<file path="src/rtl/uart_pkg.sv">
// Shared defaults and helpers for the UART baud/oversample tick generator.
// The fractional divisor (UART_BAUD_FRAC_EN) is configured in the users of this package.
package uart_pkg;

  localparam int DIV_W_DEF = 14;
  localparam int FRAC_W_DEF = 4;
  localparam int OVS_DEF = 16;
  localparam logic [13:0] DIV_RESET_DEF = 14'd20;

  // Integer divisor D for a target baud rate: one oversample period is D+1 clocks.
  function automatic int unsigned divisor_from_baud(input int unsigned clk_hz,
                                                    input int unsigned baud,
                                                    input int unsigned ovs);
    int unsigned period;
    period = (clk_hz + (baud * ovs) / 2) / (baud * ovs);
    return (period > 0) ? period - 1 : 0;
  endfunction

endpackage

</file>
<file path="src/rtl/uart_baud_gen_if.sv">
// Configuration/tick bundle between the bus-side registers (master) and the
// baud generator (slave).
interface uart_baud_gen_if
  import uart_pkg::*;
#(
  parameter int DIV_W = DIV_W_DEF,
  parameter int FRAC_W = FRAC_W_DEF,
  parameter int OVS = OVS_DEF
);
  localparam int PH_W = $clog2(OVS);

  logic              count_en;
  logic [DIV_W-1:0]  div_int;
  logic [FRAC_W-1:0] div_frac;
  logic              div_load;
  logic              phase_clr;
  logic              os_tick;
  logic              baud_tick;
  logic [PH_W-1:0]   phase;
  logic              div_ack;

  modport master (
    output count_en, div_int, div_frac, div_load, phase_clr,
    input  os_tick, baud_tick, phase, div_ack
  );

  modport slave (
    input  count_en, div_int, div_frac, div_load, phase_clr,
    output os_tick, baud_tick, phase, div_ack
  );
endinterface

</file>
<file path="src/rtl/uart_baud_gen_div_counter.sv">
// Reload down-counter emitting the terminal pulse; with UART_BAUD_FRAC_EN defined
// it also carries the fractional accumulator that stretches a reload by one cycle.
module baud_div_counter
  import uart_pkg::*;
#(
  parameter int DIV_W = DIV_W_DEF,
  parameter int FRAC_W = FRAC_W_DEF,
  parameter logic [DIV_W-1:0] DIV_RESET = DIV_W'(DIV_RESET_DEF)
) (
  input  logic              clk,
  input  logic              rst,
  input  logic              en_i,
  input  logic              clr_i,
  input  logic              force_i,
  input  logic [DIV_W-1:0]  reload_int_i,
`ifdef UART_BAUD_FRAC_EN
  input  logic [FRAC_W-1:0] reload_frac_i,
`endif
  output logic              term_o
);

  // One extra bit so a carry reload of D+1 never wraps at the maximum divisor.
  logic [DIV_W:0] cnt_q, cnt_d;

`ifdef UART_BAUD_FRAC_EN
  logic [FRAC_W-1:0] acc_q, acc_d;
  logic              carry;
`endif

  assign term_o = en_i && !clr_i && (cnt_q == '0);

  always_comb begin
    cnt_d = cnt_q;
`ifdef UART_BAUD_FRAC_EN
    acc_d = acc_q;
    carry = 1'b0;
`endif
    if (clr_i) begin
      cnt_d = {1'b0, reload_int_i};
`ifdef UART_BAUD_FRAC_EN
      acc_d = '0;
`endif
    end else if (force_i) begin
      cnt_d = {1'b0, reload_int_i};
    end else if (en_i) begin
      if (cnt_q == '0) begin
`ifdef UART_BAUD_FRAC_EN
        {carry, acc_d} = {1'b0, acc_q} + {1'b0, reload_frac_i};
        cnt_d = {1'b0, reload_int_i} + {{DIV_W{1'b0}}, carry};
`else
        cnt_d = {1'b0, reload_int_i};
`endif
      end else begin
        cnt_d = cnt_q - {{DIV_W{1'b0}}, 1'b1};
      end
    end
  end

  always_ff @(posedge clk or posedge rst) begin
    if (rst) begin
      cnt_q <= {1'b0, DIV_RESET};
    end else begin
      cnt_q <= cnt_d;
    end
  end

`ifdef UART_BAUD_FRAC_EN
  always_ff @(posedge clk or posedge rst) begin
    if (rst) begin
      acc_q <= '0;
    end else begin
      acc_q <= acc_d;
    end
  end
`endif

endmodule

</file>
<file path="src/rtl/uart_baud_gen.sv">
// Baud/oversample tick generator: divisor load handshake, bit-phase counter and
// registered tick outputs. Define UART_BAUD_FRAC_EN to enable the fractional divisor.
module uart_baud_gen
  import uart_pkg::*;
#(
  parameter int DIV_W = DIV_W_DEF,
  parameter int FRAC_W = FRAC_W_DEF,
  parameter int OVS = OVS_DEF,
  parameter logic [DIV_W-1:0] DIV_RESET = DIV_W'(DIV_RESET_DEF)
) (
  input logic           clk,
  input logic           rst,
  uart_baud_gen_if.slave bus
);

  localparam int PH_W = $clog2(OVS);

  logic             pending_q;
  logic [DIV_W-1:0] shadow_int_q, active_int_q, reload_int;
  logic [PH_W-1:0]  phase_q;
  logic             os_tick_q, baud_tick_q, div_ack_q;
  logic             term, apply, force_load;

`ifdef UART_BAUD_FRAC_EN
  logic [FRAC_W-1:0] shadow_frac_q, active_frac_q, reload_frac;
  assign reload_frac = pending_q ? shadow_frac_q : active_frac_q;
`endif

  // A pending divisor takes effect at any point the counter reloads.
  assign apply      = pending_q && (bus.phase_clr || !bus.count_en || term);
  assign force_load = pending_q && !bus.count_en && !bus.phase_clr;
  assign reload_int = pending_q ? shadow_int_q : active_int_q;

  baud_div_counter #(
    .DIV_W     (DIV_W),
    .FRAC_W    (FRAC_W),
    .DIV_RESET (DIV_RESET)
  ) u_counter (
    .clk          (clk),
    .rst          (rst),
    .en_i         (bus.count_en),
    .clr_i        (bus.phase_clr),
    .force_i      (force_load),
    .reload_int_i (reload_int),
`ifdef UART_BAUD_FRAC_EN
    .reload_frac_i(reload_frac),
`endif
    .term_o       (term)
  );

  always_ff @(posedge clk or posedge rst) begin
    if (rst) begin
      pending_q    <= 1'b0;
      shadow_int_q <= DIV_RESET;
      active_int_q <= DIV_RESET;
      div_ack_q    <= 1'b0;
    end else begin
      if (apply) begin
        active_int_q <= shadow_int_q;
      end
      // A request arriving on an apply edge stays pending for the next reload.
      if (bus.div_load) begin
        shadow_int_q <= bus.div_int;
        pending_q    <= 1'b1;
      end else if (apply) begin
        pending_q <= 1'b0;
      end
      div_ack_q <= apply;
    end
  end

`ifdef UART_BAUD_FRAC_EN
  always_ff @(posedge clk or posedge rst) begin
    if (rst) begin
      shadow_frac_q <= '0;
      active_frac_q <= '0;
    end else begin
      if (apply) begin
        active_frac_q <= shadow_frac_q;
      end
      if (bus.div_load) begin
        shadow_frac_q <= bus.div_frac;
      end
    end
  end
`endif

  always_ff @(posedge clk or posedge rst) begin
    if (rst) begin
      phase_q     <= '0;
      os_tick_q   <= 1'b0;
      baud_tick_q <= 1'b0;
    end else if (bus.phase_clr) begin
      phase_q     <= '0;
      os_tick_q   <= 1'b0;
      baud_tick_q <= 1'b0;
    end else if (term) begin
      phase_q     <= phase_q + PH_W'(1);
      os_tick_q   <= 1'b1;
      baud_tick_q <= (phase_q == PH_W'(OVS - 1));
    end else begin
      os_tick_q   <= 1'b0;
      baud_tick_q <= 1'b0;
    end
  end

  assign bus.os_tick   = os_tick_q;
  assign bus.baud_tick = baud_tick_q;
  assign bus.phase     = phase_q;
  assign bus.div_ack   = div_ack_q;

endmodule

</file>
<file path="src/flat_wrapper.sv">
// flat-port wrapper written by rule: the top's interface ports become plain ports
module uart_baud_gen_flat import uart_pkg::*;
#(
  parameter int DIV_W = DIV_W_DEF,
  parameter int FRAC_W = FRAC_W_DEF,
  parameter int OVS = OVS_DEF,
  parameter logic [DIV_W-1:0] DIV_RESET = DIV_W'(DIV_RESET_DEF)
)
  (clk, rst, bus_count_en, bus_div_int, bus_div_frac, bus_div_load, bus_phase_clr, bus_os_tick, bus_baud_tick, bus_phase, bus_div_ack);
  uart_baud_gen_if #(.DIV_W(DIV_W), .FRAC_W(FRAC_W), .OVS(OVS)) bus_i ();
  input logic clk;
  input logic rst;
  input wire logic [$bits(bus_i.count_en)-1:0] bus_count_en;
  input wire logic [$bits(bus_i.div_int)-1:0] bus_div_int;
  input wire logic [$bits(bus_i.div_frac)-1:0] bus_div_frac;
  input wire logic [$bits(bus_i.div_load)-1:0] bus_div_load;
  input wire logic [$bits(bus_i.phase_clr)-1:0] bus_phase_clr;
  output wire logic [$bits(bus_i.os_tick)-1:0] bus_os_tick;
  output wire logic [$bits(bus_i.baud_tick)-1:0] bus_baud_tick;
  output wire logic [$bits(bus_i.phase)-1:0] bus_phase;
  output wire logic [$bits(bus_i.div_ack)-1:0] bus_div_ack;
  assign bus_i.count_en = bus_count_en;
  assign bus_i.div_int = bus_div_int;
  assign bus_i.div_frac = bus_div_frac;
  assign bus_i.div_load = bus_div_load;
  assign bus_i.phase_clr = bus_phase_clr;
  assign bus_os_tick = bus_i.os_tick;
  assign bus_baud_tick = bus_i.baud_tick;
  assign bus_phase = bus_i.phase;
  assign bus_div_ack = bus_i.div_ack;
  uart_baud_gen #(.DIV_W(DIV_W), .FRAC_W(FRAC_W), .OVS(OVS), .DIV_RESET(DIV_RESET)) u_core (.clk(clk), .rst(rst), .bus(bus_i));
endmodule
</file>
<file path="config.mk">
export PLATFORM = sky130hd
export DESIGN_NAME = uart_baud_gen_flat
export DESIGN_NICKNAME = d
export VERILOG_FILES = /design/src/rtl/uart_pkg.sv /design/src/rtl/uart_baud_gen_if.sv /design/src/rtl/uart_baud_gen_div_counter.sv /design/src/rtl/uart_baud_gen.sv /design/src/flat_wrapper.sv
export SDC_FILE = /design/constraint.sdc
export NUM_CORES = 1
export LEC_CHECK = 0
export BUFFER_PORTS_ARGS = -buffer_cell sky130_fd_sc_hd__clkbuf_2
export CORE_MARGIN = 2
export CORE_UTILIZATION = 55
export CTS_BUF_LIST = sky130_fd_sc_hd__clkbuf_8
export DETAILED_ROUTE_END_ITERATION = 8
export PLACE_DENSITY = 0.88
export SYNTH_ARGS = -nofsm -noshare
export SYNTH_HDL_FRONTEND = slang
export SYNTH_HIERARCHICAL = 1
export SYNTH_SLANG_ARGS = --single-unit
</file>
<file path="constraint.sdc">
create_clock -name clk -period 2.4 [get_ports clk]
set_input_delay 0.24 -clock clk [delete_from_list [all_inputs] [get_ports clk]]
set_output_delay 0.24 -clock clk [all_outputs]
set_load 0.05 [all_outputs]
</file>
==> tab_implementation.tex <==
\begin{tabular}{lr}
\hline
Metric & Value \\
\hline
\multicolumn{2}{l}{\textbf{Setup path}} \\
\quad CP Data Required Time & approximately 2.6 ns \\
\quad Worst path arrival time & 2.46 ns \\
\quad Critical path start-end classification & reg -> reg \\
\quad Crit path launch type & flip-flop \\
\quad Largest fanout of any net on the critical path & 21 \\
\quad Crit path capture type & flip-flop \\
\multicolumn{2}{l}{\textbf{STA}} \\
\quad Clock skew & $\sim$0.0032 ns \\
\quad Relative max-transition margin & 0.570 \\
\quad Timing-limited maximum frequency & around 440 MHz \\
\quad Unrepaired setup endpoints after global routing & false \\
\quad Minimum clock period after layout & between 2 and 2.5 ns \\
\quad Slew at the pin closest to its max-slew limit & between 0.6 and 0.7 ns \\
\quad Final hold vios & 13 \\
\quad Period utilization & 0.949 \\
\quad Final worst hold slack & -0.0132 ns \\
\quad Final TNS setup & 0 ns \\
\quad Final number of max-transition violations & 0 \\
\quad Total setup violations reported at the end of the flow & 0 \\
\multicolumn{2}{l}{\textbf{Synthesis}} \\
\quad Yosys warning total & 6 \\
\quad Flip-flop and latch count after synthesis & 51 \\
\quad Async S/R FF share, synth & 1.00 \\
\quad Fraction of the yosys area taken by sequential cells & 0.460 \\
\quad Mean instance size in the synthesized netlist & 9.93 sq um \\
\quad Number of instances in the synthesized netlist & 281 \\
\quad Most used flip-flop cell after synthesis & dfrtp\_1 \\
\quad Area of the mapped netlist & approximately 2800 sq um \\
\quad Net count after synthesis & $\sim$300 \\
\quad Count of distinct cell types in the synthesized netlist & 51 \\
\quad Number of synthesized flops with an enable pin & 0 \\
\multicolumn{2}{l}{\textbf{GRT}} \\
\quad Sum of overflow across all layers after global routing & 0 \\
\quad Wire length of the first global-routing pass & 10200 um \\
\quad GRT Resource Usage Total & 0.237 \\
\quad Antenna violations before repair & 0 \\
\quad Pin count of the biggest net entering global routing & 37 \\
\quad Via count of the first global-routing pass & around 2100 \\
\multicolumn{2}{l}{\textbf{Clock network}} \\
\quad Maximum number of buffers from clock root to sink & 2 \\
\quad Clk Tree Root Cell & clkbuf\_8 \\
\quad Hold-fix buffers at CTS & 0 \\
\quad Number of sinks handled by clock tree synthesis & a little over 50 \\
\quad Clock insertion delay at the later pin of the skew report & 0.30 ns \\
\quad Postcts setup bufs & 0 \\
\quad Resized cells post-CTS & 0 \\
\quad Clock buffers created by TritonCTS & 5 \\
\quad TritonCTS clock tree & built \\
\quad Clock transition at path regs & around 0.090 ns \\
\quad H-tree depth & 2 \\
\multicolumn{2}{l}{\textbf{Routing}} \\
\quad Via count & 2276 \\
\quad Number of DRC markers after the initial detailed-route iteration & about 280 \\
\quad First-pass iteration count of the detailed router & 5 \\
\quad Number of nets with antenna violations after detailed routing & 0 \\
\quad Detail-routed net length per standard cell & about 16 um \\
\quad Wire length after detailed routing & $\sim$6000 um \\
\quad Detailed-route DRC error count & 0 \\
\quad Routed via count divided by cell count & around 6 \\
\multicolumn{2}{l}{\textbf{Hold path}} \\
\quad Min-Delay Path Class & in -> async \\
\multicolumn{2}{l}{\textbf{Power and ir drop}} \\
\quad Cell area power density & approximately 660 nW/um\^{}2 \\
\quad Cell leakage power & about 0.0013 uW \\
\quad Fraction of power consumed by sequential logic & 0.532 \\
\quad Share of total power consumed by net switching & 0.313 \\
\quad Cell internal power dissipation & around 1400 uW \\
\quad Clock group share of total power & 0.257 \\
\quad IR Drop Worst-Case VDD & between 0.0005 and 0.0006 V \\
\quad Power dissipated by switching net loads & about 640 uW \\
\quad Share of power burned in combinational logic & 0.211 \\
\multicolumn{2}{l}{\textbf{Final layout}} \\
\quad Sequential cell area & roughly 1300 sq um \\
\quad End-of-flow core utilization & 0.642 \\
\quad Diode count & 0 \\
\quad Non-filler cells, final & around 380 \\
\quad Layout fillers & $\sim$400 \\
\quad Commonest cells after routing, fill and taps aside & dfrtp\_1, nand2\_1, clkbuf\_2 \\
\quad Share of cells above drive strength 1 & 0.250 \\
\quad Most frequent standard cell in the layout excluding fill and tap cells & dfrtp\_1 \\
\quad Number of nets at the end of the flow & roughly 330 \\
\quad Layout overhead on the synthesized area & 10.8\% \\
\quad Multi-input logic area & around 1400 sq um \\
\multicolumn{2}{l}{\textbf{Placed design}} \\
\quad Dpl cells & $\sim$370 \\
\quad HPWL after detailed placement & about 4300 um \\
\quad Number of input and output port buffers inserted & 25 \\
\quad Placer's final routability congestion estimate & about 0.9 \\
\multicolumn{2}{l}{\textbf{Run status}} \\
\quad Outcome & complete, but fails checks \\
\quad Failing checks & negative hold slack \\
\multicolumn{2}{l}{\textbf{Floorplanning}} \\
\quad I/O pin cnt & 30 \\
\quad Height of the die & $\sim$75 um \\
\quad Total Die Area & between 5000 and 6000 sq um \\
\quad Starting Density & 0.579 \\
\quad Core footprint & between 4000 and 5000 sq um \\
\quad DIE WIDTH & 75.2 um \\
\quad Number of rows in the core area & 25 \\
\multicolumn{2}{l}{\textbf{Flow run}} \\
\quad Maxcap violations & 0 \\
\hline
\end{tabular}
[routing by layer]
| metal | GRT usage | vias to the layer above | routed length [um] |
|---|---|---|---|
| li1 | - | 1080 | - |
| met1 | 0.333 | 1100 | 2630 |
| met4 | 0.0682 | 0 | 55 |
| met2 | 0.383 | 90 | 3010 |
| met5 | 0 | - | 0 |
| met3 | 0.0415 | 6 | 313 |
[critical path, stage by stage, from the launching register on]
cell and delay [ns]:
dfrtp_1 0.41, inv_1 0.12, ha_1 0.17, nor4b_1 0.35, nand2_1 0.17, nor3_2 0.28, buf_12 0.20, nand4_1 0.13
mux2_1 0.34
[metrics by stage]
step | hold WS [ns] | cell area [sq um] | setup slack, ns | total power [uW]
finish | -0.0132 | 3090 | 0.123 | 2050
global route | 0.0297 | 3090 | 0.0242 | 2160
CTS | 0.0142 | 3090 | 0.125 | 2050
detailed placement | 0.341 | 2990 | 0.149 | 1530
global placement | 0.331 | 2990 | 0.223 | 1500
floorplan | 0.140 | 2790 | 0.185 | 1410
[Yosys cell counts, types with 2 or more instances]
library cell	instances	area [sq um]
dfrtp_1	45	1130
nand2_1	37	139
nor2_1	21	78.8
nand2b_1	16	100
a21oi_1	15	75.1
mux2_2	14	158
nand4bb_1	14	158
o211ai_1	14	105
o21ai_0	14	70.1
nand3_1	8	40.0
clkbuf_1	6	22.5
dfstp_2	6	158
nor3_1	6	30.0
buf_2	5	25.0
nand4_1	5	31.3
buf_6	4	45.0
inv_1	4	15.0
ha_1	3	37.5
nor3b_1	3	22.5
nor4_1	3	18.8
or3_1	3	18.8
a22o_1	2	17.5
a31oi_1	2	12.5
a32oi_1	2	17.5
nor2b_1	2	12.5
or4_4	2	22.5
[layout make-up]
type,count,area share
Clock buffer,6,0.0267
Multi-Input combinational cell,210,0.452
Sequential cell,51,0.415
Timing Repair Buffer,35,0.0688
Inverter,4,0.00486
Clock inverter,2,0.00526
Tap cell,67,0.0271
[worst paths after layout]
path                                            start                          to  slack (ns)  cells after the start
hold reg to reg            u_core/u_counter/cnt_q[14]  u_core/u_counter/cnt_q[14]        0.51                      1
min in group clk                       bus_div_int[7]      u_core/shadow_int_q[7]        0.16                      2
setup / recovery            u_core/u_counter/cnt_q[0]         u_core/bus.phase[3]        0.12                      8
setup reg to reg            u_core/u_counter/cnt_q[0]         u_core/bus.phase[3]        0.12                      8
max in group asynchronous                         rst   u_core/u_counter/cnt_q[1]        2.03                      2
hold / removal                                    rst   u_core/u_counter/cnt_q[5]       -0.01                      2
[kinds of logic after synthesis]
kind of cell,Yosys count,synth area share
muxes,16,0.0641
adders and majority gates,3,0.0135
and+or+nand+nor,133,0.284
xor gates and xnor gates,1,0.00314
DFF,51,0.460
AOI/OAI and AO/OA,57,0.134
buffers and inverters,20,0.0413
[power by group through the flow]
stage,logic [uW],registers [uW],clock network [uW]
6_report,432,1090,528
4_1_cts,429,1090,535
5_1_grt,480,1110,572
3_5_place_dp,427,1110,0
2_1_floorplan,326,1080,0
3_3_place_gp,412,1090,0
[state kept, by name (all words and copies together) (netlist names)]
signal and cells:
u_core/shadow_int_q 14, u_core/u_counter/cnt_q 15, u_core/bus.os_tick 1, u_core/pending_q 1, u_core/bus.phase 4, u_core/active_int_q 14, u_core/bus.baud_tick 1, u_core/bus.div_ack 1
(Power assumes the default switching activity.)
